$ cat config.mk
export PLATFORM = sky130hd
export DESIGN_NAME = pipe_mem_arbiter_flat
export DESIGN_NICKNAME = d
export VERILOG_FILES = /design/src/rtl/pipe_mem_arbiter_if.sv /design/src/rtl/pipe_mem_arbiter.sv /design/src/flat_wrapper.sv
export SDC_FILE = /design/constraint.sdc
export NUM_CORES = 1
export LEC_CHECK = 0
export BUFFER_PORTS_ARGS = -buffer_cell sky130_fd_sc_hd__buf_2
export CORE_MARGIN = 3
export CORE_UTILIZATION = 40
export DETAILED_ROUTE_END_ITERATION = 12
export PLACE_DENSITY = 0.71
export SYNTH_ARGS = -nofsm -noshare
export SYNTH_HDL_FRONTEND = slang
export SYNTH_SLANG_ARGS = --single-unit
export TNS_END_PERCENT = 1
$ cat constraint.sdc
create_clock -name clk1 -period 1.5 [get_ports clk1]
set_input_delay 0.075 -clock clk1 [delete_from_list [all_inputs] [get_ports clk1]]
set_output_delay 0.075 -clock clk1 [all_outputs]
set_load 0.03 [all_outputs]
$ cat src/rtl/pipe_mem_arbiter_if.sv
// Bus bundle between the pipeline's two memory requesters (fetch, load/store),
// the arbiter and the single-port memory array.
//   slave  : arbiter view (takes requests, returns acks, drives the memory)
//   master : requester/memory view (drives requests and mem_rdata)
// Signals:
//   if_req/if_addr/if_flush -> fetch request, address, branch flush pulse
//   if_ack/if_rdata         <- fetch completion pulse and instruction
//   d_req/d_we/d_addr/d_wdata -> data request, store flag, address, store data
//   d_ack/d_rdata           <- data completion pulse and load data
//   mem_en/mem_we/mem_addr/mem_wdata <- memory strobe and write controls
//   mem_rdata               -> memory read data (fixed latency after mem_en)
interface pipe_mem_arbiter_if #(
  parameter int AW = 10,
  parameter int DW = 16
);
  logic          if_req;
  logic [AW-1:0] if_addr;
  logic          if_flush;
  logic          if_ack;
  logic [DW-1:0] if_rdata;

  logic          d_req;
  logic          d_we;
  logic [AW-1:0] d_addr;
  logic [DW-1:0] d_wdata;
  logic          d_ack;
  logic [DW-1:0] d_rdata;

  logic          mem_en;
  logic          mem_we;
  logic [AW-1:0] mem_addr;
  logic [DW-1:0] mem_wdata;
  logic [DW-1:0] mem_rdata;

  modport slave (
    input  if_req, if_addr, if_flush,
    output if_ack, if_rdata,
    input  d_req, d_we, d_addr, d_wdata,
    output d_ack, d_rdata,
    output mem_en, mem_we, mem_addr, mem_wdata,
    input  mem_rdata
  );

  modport master (
    output if_req, if_addr, if_flush,
    input  if_ack, if_rdata,
    output d_req, d_we, d_addr, d_wdata,
    input  d_ack, d_rdata,
    input  mem_en, mem_we, mem_addr, mem_wdata,
    output mem_rdata
  );
endinterface

$ cat src/rtl/pipe_mem_arbiter.sv
// Single-port memory arbiter shared by instruction fetch and the MEM stage.
// One access at a time; the data port has priority, but after MAX_STREAK
// consecutive data grants with fetch waiting, fetch gets the next slot.
// A taken-branch flush drops the in-flight fetch result without disturbing
// memory timing.
// Ports:
//   clk1  : clock, everything on posedge
//   rst_n : synchronous active-low reset
//   bus   : pipe_mem_arbiter_if.slave (requests, acks, memory interface)
//   busy  : high whenever the FSM is not in IDLE
// All outputs come straight from flops.
//
// state | meaning
// IDLE  | arbitrate; also the cycle in which the previous ack is pulsed
// ISSUE | mem_en strobe for the granted access (one cycle)
// WAIT  | read latency countdown; capture mem_rdata on terminal count
module pipe_mem_arbiter #(
  parameter int AW         = 10,
  parameter int DW         = 16,
  parameter int MEM_LAT    = 1,
  parameter int MAX_STREAK = 4
) (
  input  logic              clk1,
  input  logic              rst_n,
  pipe_mem_arbiter_if.slave bus,
  output logic              busy
);

  localparam int CW = 3;
  localparam logic [CW-1:0] LAT_LOAD   = CW'(MEM_LAT);
  localparam logic [3:0]    STREAK_MAX = 4'(MAX_STREAK);

  typedef enum logic [1:0] {
    S_IDLE  = 2'd0,
    S_ISSUE = 2'd1,
    S_WAIT  = 2'd2
  } state_t;

  state_t        state_q, state_d;
  logic          owner_q, owner_d;     // 1 = data port owns the access
  logic [3:0]    streak_q, streak_d;
  logic          drop_q, drop_d;       // in-flight fetch was flushed
  logic [CW-1:0] cnt_q, cnt_d;

  logic          mem_en_q, mem_en_d;
  logic          mem_we_q, mem_we_d;
  logic [AW-1:0] mem_addr_q, mem_addr_d;
  logic [DW-1:0] mem_wdata_q, mem_wdata_d;
  logic          if_ack_q, if_ack_d;
  logic          d_ack_q, d_ack_d;
  logic [DW-1:0] if_rdata_q, if_rdata_d;
  logic [DW-1:0] d_rdata_q, d_rdata_d;
  logic          busy_q, busy_d;

  logic          d_wins;
  logic          fetch_dropped;

  // Data wins unless fetch is waiting and the data streak is exhausted.
  assign d_wins        = bus.d_req && (!bus.if_req || (streak_q < STREAK_MAX));
  // A flush arriving in the final WAIT cycle must still kill this ack.
  assign fetch_dropped = drop_q || bus.if_flush;

  always_ff @(posedge clk1) begin
    if (!rst_n) begin
      state_q     <= S_IDLE;
      owner_q     <= 1'b0;
      streak_q    <= '0;
      drop_q      <= 1'b0;
      cnt_q       <= '0;
      mem_en_q    <= 1'b0;
      mem_we_q    <= 1'b0;
      mem_addr_q  <= '0;
      mem_wdata_q <= '0;
      if_ack_q    <= 1'b0;
      d_ack_q     <= 1'b0;
      if_rdata_q  <= '0;
      d_rdata_q   <= '0;
      busy_q      <= 1'b0;
    end else begin
      state_q     <= state_d;
      owner_q     <= owner_d;
      streak_q    <= streak_d;
      drop_q      <= drop_d;
      cnt_q       <= cnt_d;
      mem_en_q    <= mem_en_d;
      mem_we_q    <= mem_we_d;
      mem_addr_q  <= mem_addr_d;
      mem_wdata_q <= mem_wdata_d;
      if_ack_q    <= if_ack_d;
      d_ack_q     <= d_ack_d;
      if_rdata_q  <= if_rdata_d;
      d_rdata_q   <= d_rdata_d;
      busy_q      <= busy_d;
    end
  end

  always_comb begin
    state_d     = state_q;
    owner_d     = owner_q;
    streak_d    = streak_q;
    drop_d      = drop_q;
    cnt_d       = cnt_q;
    mem_en_d    = 1'b0;
    mem_we_d    = 1'b0;
    mem_addr_d  = mem_addr_q;
    mem_wdata_d = mem_wdata_q;
    if_ack_d    = 1'b0;
    d_ack_d     = 1'b0;
    if_rdata_d  = if_rdata_q;
    d_rdata_d   = d_rdata_q;

    unique case (state_q)
      S_IDLE: begin
        drop_d = 1'b0;
        if (d_wins) begin
          state_d     = S_ISSUE;
          owner_d     = 1'b1;
          mem_en_d    = 1'b1;
          mem_we_d    = bus.d_we;
          mem_addr_d  = bus.d_addr;
          mem_wdata_d = bus.d_wdata;
          if (!bus.if_req) begin
            streak_d = '0;
          end else if (streak_q < STREAK_MAX) begin
            streak_d = streak_q + 4'd1;
          end
        end else if (bus.if_req) begin
          state_d    = S_ISSUE;
          owner_d    = 1'b0;
          mem_en_d   = 1'b1;
          mem_addr_d = bus.if_addr;
          streak_d   = '0;
        end
      end

      S_ISSUE: begin
        if (!owner_q && bus.if_flush) begin
          drop_d = 1'b1;
        end
        // mem_we_q is only ever set for a data store.
        if (mem_we_q) begin
          state_d = S_IDLE;
          d_ack_d = 1'b1;
        end else begin
          state_d = S_WAIT;
          cnt_d   = LAT_LOAD;
        end
      end

      S_WAIT: begin
        cnt_d = cnt_q - CW'(1);
        if (!owner_q && bus.if_flush) begin
          drop_d = 1'b1;
        end
        if (cnt_q == CW'(1)) begin
          state_d = S_IDLE;
          drop_d  = 1'b0;
          if (owner_q) begin
            d_rdata_d = bus.mem_rdata;
            d_ack_d   = 1'b1;
          end else if (!fetch_dropped) begin
            if_rdata_d = bus.mem_rdata;
            if_ack_d   = 1'b1;
          end
        end
      end

      default: begin
        state_d = S_IDLE;
      end
    endcase

    busy_d = (state_d != S_IDLE);
  end

  assign bus.mem_en    = mem_en_q;
  assign bus.mem_we    = mem_we_q;
  assign bus.mem_addr  = mem_addr_q;
  assign bus.mem_wdata = mem_wdata_q;
  assign bus.if_ack    = if_ack_q;
  assign bus.if_rdata  = if_rdata_q;
  assign bus.d_ack     = d_ack_q;
  assign bus.d_rdata   = d_rdata_q;
  assign busy          = busy_q;

endmodule

$ cat src/flat_wrapper.sv
// flat-port wrapper written by rule: the top's interface ports become plain ports
module pipe_mem_arbiter_flat 
#(
  parameter int AW         = 10,
  parameter int DW         = 16,
  parameter int MEM_LAT    = 1,
  parameter int MAX_STREAK = 4
)
  (clk1, rst_n, busy, bus_if_req, bus_if_addr, bus_if_flush, bus_if_ack, bus_if_rdata, bus_d_req, bus_d_we, bus_d_addr, bus_d_wdata, bus_d_ack, bus_d_rdata, bus_mem_en, bus_mem_we, bus_mem_addr, bus_mem_wdata, bus_mem_rdata);
  pipe_mem_arbiter_if #(.AW(AW), .DW(DW)) bus_i ();
  input  logic clk1;
  input  logic rst_n;
  output logic busy;
  input wire logic [$bits(bus_i.if_req)-1:0] bus_if_req;
  input wire logic [$bits(bus_i.if_addr)-1:0] bus_if_addr;
  input wire logic [$bits(bus_i.if_flush)-1:0] bus_if_flush;
  output wire logic [$bits(bus_i.if_ack)-1:0] bus_if_ack;
  output wire logic [$bits(bus_i.if_rdata)-1:0] bus_if_rdata;
  input wire logic [$bits(bus_i.d_req)-1:0] bus_d_req;
  input wire logic [$bits(bus_i.d_we)-1:0] bus_d_we;
  input wire logic [$bits(bus_i.d_addr)-1:0] bus_d_addr;
  input wire logic [$bits(bus_i.d_wdata)-1:0] bus_d_wdata;
  output wire logic [$bits(bus_i.d_ack)-1:0] bus_d_ack;
  output wire logic [$bits(bus_i.d_rdata)-1:0] bus_d_rdata;
  output wire logic [$bits(bus_i.mem_en)-1:0] bus_mem_en;
  output wire logic [$bits(bus_i.mem_we)-1:0] bus_mem_we;
  output wire logic [$bits(bus_i.mem_addr)-1:0] bus_mem_addr;
  output wire logic [$bits(bus_i.mem_wdata)-1:0] bus_mem_wdata;
  input wire logic [$bits(bus_i.mem_rdata)-1:0] bus_mem_rdata;
  assign bus_i.if_req = bus_if_req;
  assign bus_i.if_addr = bus_if_addr;
  assign bus_i.if_flush = bus_if_flush;
  assign bus_if_ack = bus_i.if_ack;
  assign bus_if_rdata = bus_i.if_rdata;
  assign bus_i.d_req = bus_d_req;
  assign bus_i.d_we = bus_d_we;
  assign bus_i.d_addr = bus_d_addr;
  assign bus_i.d_wdata = bus_d_wdata;
  assign bus_d_ack = bus_i.d_ack;
  assign bus_d_rdata = bus_i.d_rdata;
  assign bus_mem_en = bus_i.mem_en;
  assign bus_mem_we = bus_i.mem_we;
  assign bus_mem_addr = bus_i.mem_addr;
  assign bus_mem_wdata = bus_i.mem_wdata;
  assign bus_i.mem_rdata = bus_mem_rdata;
  pipe_mem_arbiter #(.AW(AW), .DW(DW), .MEM_LAT(MEM_LAT), .MAX_STREAK(MAX_STREAK)) u_core (.clk1(clk1), .rst_n(rst_n), .bus(bus_i), .busy(busy));
endmodule
==> results.json, run 1 <==
{
  "outcome": "completed",
  "skew_ns": 0.0103,
  "grt_use_met1_pct": 24.5,
  "ys_seq_area_share_pct": 49.9,
  "seq_area_mm2": 0.00149,
  "clockBufferDepth": 2,
  "async_reset_ff_share_pct": 0,
  "rows": 30,
  "syn-num-nets": 420,
  "slew_violations": 0,
  "clock.fmax_ghz": 0.677,
  "synth_edf_count": 0,
  "path_class": "register to register",
  "crit_buf_inv": 1,
  "rsz0062_at_grt": "yes",
  "nFillCells": 601,
  "leakage_nw": 1.99,
  "ioPinCount": 121,
  "diodes": 0,
  "critPathTopFamily": "simple AND/OR/NAND/NOR gates",
  "synth_top_area_share_pct": 49.9,
  "yosys_warnings": 0,
  "synthFlopType": "dfxtp_1",
  "max_stage_delay_ns": 0.55,
  "worst_hold_path_type": "input port to register",
  "synth.area.top_cells": "dfxtp_1 (50%), nand2_1 (13%), a21boi_0 (6.6%)",
  "grt_max_degree": 37,
  "power_density_mw_per_mm2": 1110,
  "maxCapViolCount": 0,
  "grt_usage_pct": 19.9,
  "grt_pass1_vias": 2950,
  "crit_arrival_ns": 1.71,
  "htreeDepth": 3,
  "die_h_um": 92.1,
  "hpwlAfterDp_um": 5140,
  "coreArea_mm2": 0.00698,
  "use_met3_pct": 5.41,
  "syn-mean-instance-area_um2": 8.38,
  "layout-drive-gt1-share_pct": 31.9,
  "syn_area_mm2": 0.00297,
  "vias_per_cell": 4.85,
  "port-buffer-count": 120,
  "timing.hold.ws_ns": 0.0170,
  "clock_latency_ns": 0.34,
  "synth_cell_types": 32,
  "area_growth_pct": 50.2,
  "fin_util_pct": 63.8,
  "fp.dieW_um": 92.1,
  "drtIter0Drc": 82,
  "numClockSinks": 74,
  "grt_overflow": 0,
  "cp_slowest_cell": "or4_4",
  "clkTransAtPathRegs_ns": 0.08,
  "synth_largest_area_cell": "dfxtp_1",
  "nNetsFinal": 586,
  "startpoint_type": "register",
  "busiest_layer": "met2",
  "cts_tree": "done",
  "cp_cell_sequence": "inv_2, ha_4, nand3b_4, or4_4, nand2_1, a21boi_1",
  "finalCritPeriodShare_pct": 98.5,
  "ys_seq_elements": 74,
  "initial_utilization_pct": 42.5,
  "required_ns": 1.74,
  "endpoint_kind": "register",
  "grt_pass1_wl_um": 13800,
  "drc": 0,
  "wl_um": 8330,
  "final_hold_viol_count": 0,
  "finalWeightedCongestion": 0.791,
  "dr.pass1.iters": 4,
  "period_minus_slack_ns": 1.48,
  "crit_fanout": 8,
  "ant_nets": 0,
  "dp.cells": 561,
  "grt_antenna_before_repair": 0,
  "syn_inst": 354,
  "max-slew-margin-rel_pct": 74.1,
  "ir_worst_vdd_uv": 713,
  "gr-usage-met2_pct": 33.8,
  "multi_input_area_mm2": 0.00140,
  "avgRoutedWirePerCell_um": 13.4,
  "layoutNonFillerInstCount": 620,
  "worst_pin_slew_ns": 0.388,
  "setup_violations": 0,
  "cts_inserted_buffers": 9,
  "routed-via-count": 3009,
  "clock_tree.root_cell": "clkbuf_8",
  "dieArea_mm2": 0.00849
}
worst reg2reg max path: cells and delay by family, from the launching register on:
kind                       cells  cell delay [ns]
and+or+nand+nor                3             0.75
DFF                            1             0.33
adders and majority gates      1             0.16
buffers and inverters          1             0.08
AOI/OAI and AO/OA              1             0.06
area by class of cell:
cell class / count / share of cell area, %
Clock inverter: 5 / 2.33
Timing Repair Buffer: 177 / 26.7
Clock buffer: 10 / 2.86
Tap cell: 96 / 2.70
Multi-Input combinational cell: 250 / 31.3
Inverter: 8 / 0.674
Sequential cell: 74 / 33.4
cells in the mapped netlist (2+ instances only):
library cell and count:
nand2_1 101, nor2_1 3, buf_6 2, nand3_1 18, o21ai_0 29, nor2b_1 2
and3_1 5, inv_1 8, dfxtp_1 74, ha_1 8, buf_2 7, a21boi_0 26
clkbuf_1 12, a21boi_1 10, and2_1 4, o21ai_1 5, a21oi_1 25
repair_timing:
action                     in CTS  in global routing
buffers inserted                1                  0
hold buffers                   42                  0
pin swaps                      10                  3
hold endpoints to repair       54                  0
setup endpoints to repair      15                 42
cloned                          1                  0
resized for setup              11                 15
power by group:
part / switching (W) / total, W / leakage (nW) / internal, W
Combinational: 0.000578 / 0.000992 / 1.27 / 0.000414
Sequential: 0.0000698 / 0.00216 / 0.605 / 0.00209
Clock: 0.000716 / 0.00181 / 0.116 / 0.00110
Total: 0.00136 / 0.00497 / 1.99 / 0.00360
logic make-up after synthesis:
group           share of synthesized area, %
fa+ha+maj                               3.37
simple gates                            21.4
buf+inv                                 4.85
flops                                   49.9
compound gates                          20.5
layout by cell type, fill, tap and decap left out, drive strengths merged:
| master | synthesis | routed |
|---|---|---|
| a32oi | 1 | 1 |
| or4 | 1 | 2 |
| and2 | 4 | 4 |
| dlygate4sd3 | 0 | 42 |
| nand4 | 1 | 1 |
| o2bb2ai | 1 | 1 |
| or2 | 1 | 1 |
| nand2b | 1 | 1 |
| a21oi | 25 | 25 |
| clkbuf | 12 | 10 |
| inv | 8 | 8 |
| and3 | 5 | 5 |
| o31ai | 1 | 1 |
| nand3 | 18 | 18 |
| nor3 | 1 | 1 |
| bufinv | 0 | 3 |
| dfxtp | 74 | 74 |
| nor2b | 2 | 2 |
| nand4b | 1 | 1 |
| a21boi | 36 | 36 |
| nand2 | 101 | 101 |
| nor4 | 1 | 1 |
| buf | 11 | 135 |
| o211a | 1 | 1 |
| nor2 | 3 | 3 |
| o21ai | 34 | 34 |
| nand3b | 1 | 1 |
| clkinv | 0 | 2 |
| ha | 8 | 8 |
| a31oi | 1 | 1 |
layer usage:
metal | share of wire, % | up-vias
li1 | - | 1517
met1 | 44 | 1356
met2 | 46 | 125
met3 | 8.3 | 11
met4 | 1.4 | 0
met5 | 0 | -
sequential cells by signal, indices dropped and copies added, names as in the netlist, 2 cells and up:
| name | flops |
|---|---|
| u_core.bus.if_rdata | 16 |
| u_core.cnt_q | 3 |
| u_core.bus.mem_addr | 10 |
| u_core.streak_q | 4 |
| u_core.state_q | 2 |
| u_core.bus.mem_wdata | 16 |
| u_core.bus.d_rdata | 16 |
worst paths after layout:
path                                         start                                    end  slack, ns  cells past startpoint
max                   u_core.state_q[0]$_SDFF_PN0_    u_core.bus.if_rdata[2]$_SDFFE_PN0P_       0.02                      6
min                               bus_mem_rdata[7]    u_core.bus.if_rdata[7]$_SDFFE_PN0P_       0.02                      3
max reg2reg           u_core.state_q[0]$_SDFF_PN0_    u_core.bus.if_rdata[2]$_SDFFE_PN0P_       0.02                      6
min reg2reg  u_core.bus.mem_wdata[14]$_SDFFE_PN0P_  u_core.bus.mem_wdata[14]$_SDFFE_PN0P_       0.45                      2
metrics by stage:
stage	cell area, um^2	setup slack, ns	total power, W	setup TNS (ns)
2_1_floorplan	2980	-0.0453	0.00274	-0.453
3_3_place_gp	3740	0.0182	0.00305	0
3_5_place_dp	3740	-0.0253	0.00307	-0.0784
4_1_cts	4430	0.00156	0.00498	0
5_1_grt	4460	-0.0499	0.00520	-0.388
6_report	4460	0.0227	0.00497	0
No activity file was read; power rests on OpenSTA's default activity.
==> run 2, diff against run 1 <==
Settings changed: ABC_AREA set to 1, PLACE_DENSITY 0.71 to 0.7.
==> run 2 against run 1 <==
Critical endpoint is now u_core.bus.if_rdata[7]$_SDFFE_PN0P_. Synthesized area rose by 3.1%. Combinational power rose by 110%. Clock skew fell by 0.0051 ns. Critical path type unchanged. Fmax rose by 5.2%. Sequential share of layout area rose by 2.0 points. Register-to-register slack improved by 0.07 ns. Synthesized cell count rose by 14%. Via count rose by 3.6%. Global-route usage fell by 0.84 points.
==> results.json, run 2 <==
{
  "fin_util_pct": 57.1,
  "clock_tree.root_cell": "clkbuf_8",
  "hold_depth": 3,
  "grt_antenna_before_repair": 0,
  "grt_overflow": 0,
  "clock.fmax_ghz": 0.712,
  "dieArea_mm2": 0.00873,
  "final_common_cell": "buf_2",
  "synth_largest_area_cell": "dfxtp_1",
  "nNetsFinal": 606,
  "path_class": "register to register",
  "worst_hold_path_type": "input port to register",
  "layout-drive-gt1-share_pct": 29.4,
  "min-delay-start": "bus_d_wdata[0]",
  "vias_per_cell": 4.84,
  "synth_fa_ha_area_share_pct": 3.27,
  "rr_startpoint": "u_core.state_q[0]$_SDFF_PN0_",
  "mostFrequentLayoutCells": "buf_2 (120), nand2_1 (85), dfxtp_1 (73)",
  "reg2regPathDepth": 7,
  "setup_violations": 0,
  "max-slew-margin-rel_pct": 75.1,
  "required_ns": 1.77,
  "synth_common_cells": "nand2_1 (85), dfxtp_1 (74), nor2_1 (60)",
  "finalCritPeriodShare_pct": 93.6,
  "synth_top_family_by_area": "simple AND/OR/NAND/NOR gates",
  "crit_buf_inv": 2,
  "die_h_um": 93.5,
  "grt_usage_pct": 19.1,
  "ir_worst_vdd_uv": 610,
  "avgRoutedWirePerCell_um": 12.6,
  "routed-via-count": 3118,
  "rows": 31,
  "period_minus_slack_ns": 1.40,
  "syn-mean-instance-area_um2": 7.59,
  "cp_slowest_cell": "dfxtp_1",
  "ys_seq_area_share_pct": 48.4,
  "final_hold_viol_count": 0,
  "cp_cell_sequence": "inv_1, ha_2, nand3_2, nor2_4, buf_4, o21ai_0, nor2_1",
  "dr.pass1.iters": 4,
  "cts_setup_buffers": 0,
  "diodes": 0,
  "finalWeightedCongestion": 0.762,
  "synth_xor_area_share_pct": 0.286,
  "ant_nets": 0,
  "crit_cells": 7,
  "synth_cell_types": 26,
  "max_stage_delay_ns": 0.32,
  "synthFlopType": "dfxtp_1",
  "outcome": "completed",
  "critPathTopFamily": "simple AND/OR/NAND/NOR gates",
  "synth_compound_area_share_pct": 13.2,
  "slew_violations": 0,
  "synth_edf_count": 0,
  "finalSetupTns_ns": 0,
  "worst_pin_slew_ns": 0.373,
  "syn_area_mm2": 0.00306,
  "ys_seq_elements": 74,
  "grt_pass1_vias": 3003,
  "clockBufferDepth": 2,
  "coreArea_mm2": 0.00733,
  "endpoint_kind": "register",
  "drtIter0Drc": 97,
  "power_density_mw_per_mm2": 1490,
  "maxCapViolCount": 0,
  "syn_inst": 403,
  "grt_pass1_wl_um": 13500,
  "cts_tree": "done",
  "synth_top_area_share_pct": 48.4,
  "yosysMostFrequentCell": "nand2_1",
  "numClockSinks": 74,
  "wl_um": 8100,
  "grt_max_degree": 39,
  "clkTransAtPathRegs_ns": 0.07,
  "startpoint_type": "register",
  "crit_arrival_ns": 1.68,
  "cts_inserted_buffers": 9,
  "leakage_nw": 2.07,
  "synthMuxAreaShare_pct": 0,
  "area_growth_pct": 36.8,
  "skew_ns": 0.00522,
  "initial_utilization_pct": 41.7,
  "rrSetupSlack_ns": 0.1,
  "syn-num-nets": 469,
  "htreeDepth": 3,
  "yosys_warnings": 0,
  "reg2reg_to": "u_core.bus.if_rdata[7]$_SDFFE_PN0P_",
  "hpwlAfterDp_um": 5520,
  "yosys.area_share.simple_pct": 26.7,
  "fp.dieW_um": 93.5,
  "clock_latency_ns": 0.33,
  "async_reset_ff_share_pct": 0,
  "synth.area.top_cells": "dfxtp_1 (48%), nand2_1 (10%), a21oi_1 (7.9%)",
  "ioPinCount": 121,
  "holdPathEnd": "u_core.bus.mem_wdata[0]$_SDFFE_PN0P_",
  "p_total_w": 0.00622,
  "rsz0062_at_grt": "yes",
  "crit_fanout": 10,
  "port-buffer-count": 120,
  "nFillCells": 722,
  "drc": 0
}
==> run 2: cell count changes after synthesis, sizes merged, moves of 5 or more <==
cell,delta
buf,+6
a21oi,+23
a21boi,-36
inv,+22
clkbuf,-5
nand4,+17
nand2,-16
and3,-5
nor2,+61
==> run 2: final cells by class <==
class / instances / area (um^2) / area share (%)
Multi-Input combinational cell: 275 / 1330 / 31.9
Timing Repair Buffer: 150 / 898 / 21.5
Tap cell: 99 / 124 / 2.96
Clock inverter: 4 / 73.8 / 1.76
Clock buffer: 12 / 155 / 3.71
Sequential cell: 74 / 1480 / 35.4
Inverter: 30 / 116 / 2.78
==> run 2: metal layers <==
layer	share of wire, %	global-route usage [%]
met5	0	0
met3	8.0	5.23
met1	42	23.2
met2	49	33.3
met4	0.80	4.76
==> run 2: kinds of logic (layout without fill, tap and decap cells) <==
kind of cell             Yosys count  in the layout
AND/OR/NAND/NOR                  186            186
AO/OA/AOI/OAI                     80             80
flip-flops                        74             74
buffers and inverters             54            196
adder cells (fa/ha/maj)            8              8
XOR/XNOR                           1              1
==> run 2: what timing repair did <==
item	4_1_cts	5_1_grt
hold buffers	19	0
gates resized for setup	0	5
endpoints found under the hold margin	35	0
setup endpoints to repair	0	66
==> run 2: worst max-delay path by stage <==
stage	startpoint	end	slack, ns
after floorplan	u_core.state_q[0]$_SDFF_PN0_	u_core.bus.if_rdata[15]$_SDFFE_PN0P_	0.07
after global placement	u_core.state_q[1]$_SDFF_PN0_	u_core.bus.if_rdata[12]$_SDFFE_PN0P_	0.11
after detailed placement	u_core.state_q[1]$_SDFF_PN0_	u_core.bus.if_rdata[7]$_SDFFE_PN0P_	0.04
after CTS	u_core.state_q[1]$_SDFF_PN0_	u_core.bus.if_rdata[7]$_SDFFE_PN0P_	0.02
after global routing	u_core.state_q[0]$_SDFF_PN0_	u_core.bus.if_rdata[8]$_SDFFE_PN0P_	-0.01
final	u_core.state_q[0]$_SDFF_PN0_	u_core.bus.if_rdata[7]$_SDFFE_PN0P_	0.1
==> run 2: worst register-to-register path, cell delays in order, from the launching register on <==
cell and delay [ns]:
dfxtp_1 0.32, inv_1 0.10, ha_2 0.27, nand3_2 0.11
nor2_4 0.16, buf_4 0.18, o21ai_0 0.09, nor2_1 0.11
==> run 2: metrics by stage <==
step / std cells / setup WS, ns / area, um^2 / hold slack (ns)
2_1_floorplan: 403 / 0.0653 / 3060 / 0.203
4_1_cts: 644 / 0.0184 / 4180 / 0.000386
3_5_place_dp: 609 / 0.0391 / 3760 / 0.320
6_report: 644 / 0.0961 / 4180 / 0.0141
3_3_place_gp: 609 / 0.108 / 3760 / 0.312
5_1_grt: 644 / -0.0101 / 4180 / 0.00202
==> run 2: report_power, final <==
part	total, W	switching, W	internal [W]
clock network	0.00173	0.000703	0.00103
logic	0.00208	0.00136	0.000722
registers	0.00241	0.000156	0.00226
==> run 3, diff against run 2 <==
Settings changed: CORE_ASPECT_RATIO set to 2.
==> run 3 against run 2 <==
Combinational power is 3% higher. Clock skew is 0.00078 ns lower. Fmax is 3.2% higher. Clock-buffer cell count is 3 lower. Global-route usage is 0.19 points higher. Critical path depth is 1 higher. Non-clock buffer count is 3 lower. Power is 13% higher. Wire length is 2.8% higher. Sequential share of layout area is 0.70 points lower. Hold slack worse by 0.0027 ns. Highest routed layer unchanged.
==> results.json, run 3 (same netlist as run 2, synthesis figures left out) <==
{
  "cts_tree": "done",
  "setup_violations": 0,
  "final_hold_viol_count": 0,
  "fp.dieW_um": 67.8,
  "grt_usage_pct": 19.3,
  "clkTransAtPathRegs_ns": 0.06,
  "wl_met2_um": 4620,
  "ioPinCount": 121,
  "routed-via-count": 3122,
  "seq_area_mm2": 0.00149,
  "finalSetupTns_ns": 0,
  "hpwlAfterDp_um": 6100,
  "rows": 44,
  "worst_pin_slew_ns": 0.385,
  "maxCapViolCount": 0,
  "critPathTopFamily": "flip-flops",
  "final_common_cell": "buf_2",
  "clock_latency_ns": 0.33,
  "dr.pass1.iters": 4,
  "endpoint_kind": "register",
  "drt-met1-wl_um": 3030,
  "power_density_mw_per_mm2": 1640,
  "grt_antenna_before_repair": 0,
  "ant_nets": 0,
  "grt_max_degree": 26,
  "ir_worst_vdd_uv": 1070,
  "crit_buf_inv": 2,
  "drtIter0Drc": 141,
  "port-buffer-count": 120,
  "cts_setup_buffers": 0,
  "skew_ns": 0.00445,
  "initial_utilization_pct": 41.8,
  "nNetsFinal": 603,
  "period_minus_slack_ns": 1.36,
  "max-slew-margin-rel_pct": 74.3,
  "crit_arrival_ns": 1.63,
  "finalWeightedCongestion": 0.799,
  "cp_slowest_cell": "dfxtp_4",
  "finalCritPeriodShare_pct": 90.7,
  "avgRoutedWirePerCell_um": 13.1,
  "area_growth_pct": 39.9,
  "clockBufferDepth": 2,
  "htreeDepth": 3,
  "dieArea_mm2": 0.00880,
  "clock_tree.root_cell": "clkbuf_16",
  "multi_input_area_mm2": 0.00135,
  "grt_pass1_vias": 2995,
  "die_h_um": 130,
  "crit_fanout": 5,
  "grt_overflow": 0,
  "vias_per_cell": 4.92,
  "outcome": "completed",
  "grt_pass1_wl_um": 13000,
  "layout-drive-gt1-share_pct": 30.4,
  "wl_met3_um": 492,
  "max_stage_delay_ns": 0.38,
  "numClockSinks": 74,
  "mostFrequentLayoutCells": "buf_2 (120), nand2_1 (85), dfxtp_1 (72)",
  "worst_hold_path_type": "input port to register",
  "path_class": "register to register",
  "dpl_worst_slack_ns": 0.00397,
  "startpoint_type": "register",
  "wl_um": 8320,
  "setup_slack_ns": 0.139,
  "cts_inserted_buffers": 9,
  "routed.top_layer": "met4",
  "slew_violations": 0,
  "diodes": 0,
  "required_ns": 1.77,
  "leakage_nw": 2.11,
  "coreArea_mm2": 0.00732,
  "drc": 0,
  "rsz0062_at_grt": "no",
  "timing.hold.ws_ns": 0.0114,
  "clock.fmax_ghz": 0.735,
  "cp_cell_sequence": "inv_2, ha_1, nand2_1, o21ai_0, buf_4, o21ai_0, nand2_1, nor2_1",
  "nFillCells": 652
}
run 3: cell types whose count changed in the layout (fill, tap and decap cells not counted), moves of 2 or more:
cell	before	now
dlygate4sd3_1	19	15
inv_1	28	26
ha_2	2	0
clkbuf_16	0	9
clkbuf_8	11	0
ha_4	0	2
inv_2	0	2
run 3: final timing paths:
kind	slack [ns]	endpoint	start	cells past startpoint
setup / recovery	0.14	u_core.cnt_q[2]$_SDFFE_PN0P_	u_core.state_q[1]$_SDFF_PN0_	8
hold / removal	0.01	u_core.bus.if_rdata[14]$_SDFFE_PN0P_	bus_mem_rdata[14]	3
setup reg to reg	0.14	u_core.cnt_q[2]$_SDFFE_PN0P_	u_core.state_q[1]$_SDFF_PN0_	8
hold reg to reg	0.46	u_core.bus.mem_wdata[5]$_SDFFE_PN0P_	u_core.bus.mem_wdata[5]$_SDFFE_PN0P_	2
run 3: timing repair:
item / CTS / global route
setup endpoints to repair: 0 / 66
hold endpoints to repair: 20 / 0
hold buffers: 15 / 0
resized for setup: 0 / 10
run 3: stage by stage:
| step | cell area [um^2] | total power [W] | util [%] | cells |
|---|---|---|---|---|
| after global placement | 3760 | 0.00446 | 51.3 | 603 |
| after detailed placement | 3760 | 0.00452 | 51.3 | 603 |
| after floorplan | 3060 | 0.00388 | - | 403 |
| after CTS | 4250 | 0.00702 | 58.0 | 634 |
| after global routing | 4280 | 0.00739 | 58.4 | 634 |
| final | 4280 | 0.00701 | 58.4 | 634 |
run 3: layout make-up:
| class | instances | area share (%) |
|---|---|---|
| flip-flops and latches | 74 | 34.7 |
| multi-input cells | 275 | 31.6 |
| repair buffers | 147 | 20.2 |
| clock buffers | 9 | 5.26 |
| clock inverters | 7 | 2.72 |
| inverters | 30 | 2.72 |
| well taps | 92 | 2.69 |
run 3: tightest hold or removal path: stages:
cell and delay [ns]:
buf_2 0.10, nor2_1 0.04, nor2_1 0.08
run 3: where the power goes:
group | total, W | internal [W] | switching (W) | leakage, nW
sequential | 0.00243 | 0.00227 | 0.000168 | 0.604
clock | 0.00244 | 0.00162 | 0.000812 | 0.166
combinational | 0.00214 | 0.000758 | 0.00138 | 1.34
run 3: metal layers:
layer | GRT usage (%) | vias to the layer above
li1 | - | 1575
met1 | 18.6 | 1432
met2 | 36.6 | 97
met3 | 4.51 | 18
met4 | 9.14 | 0
met5 | 0 | -
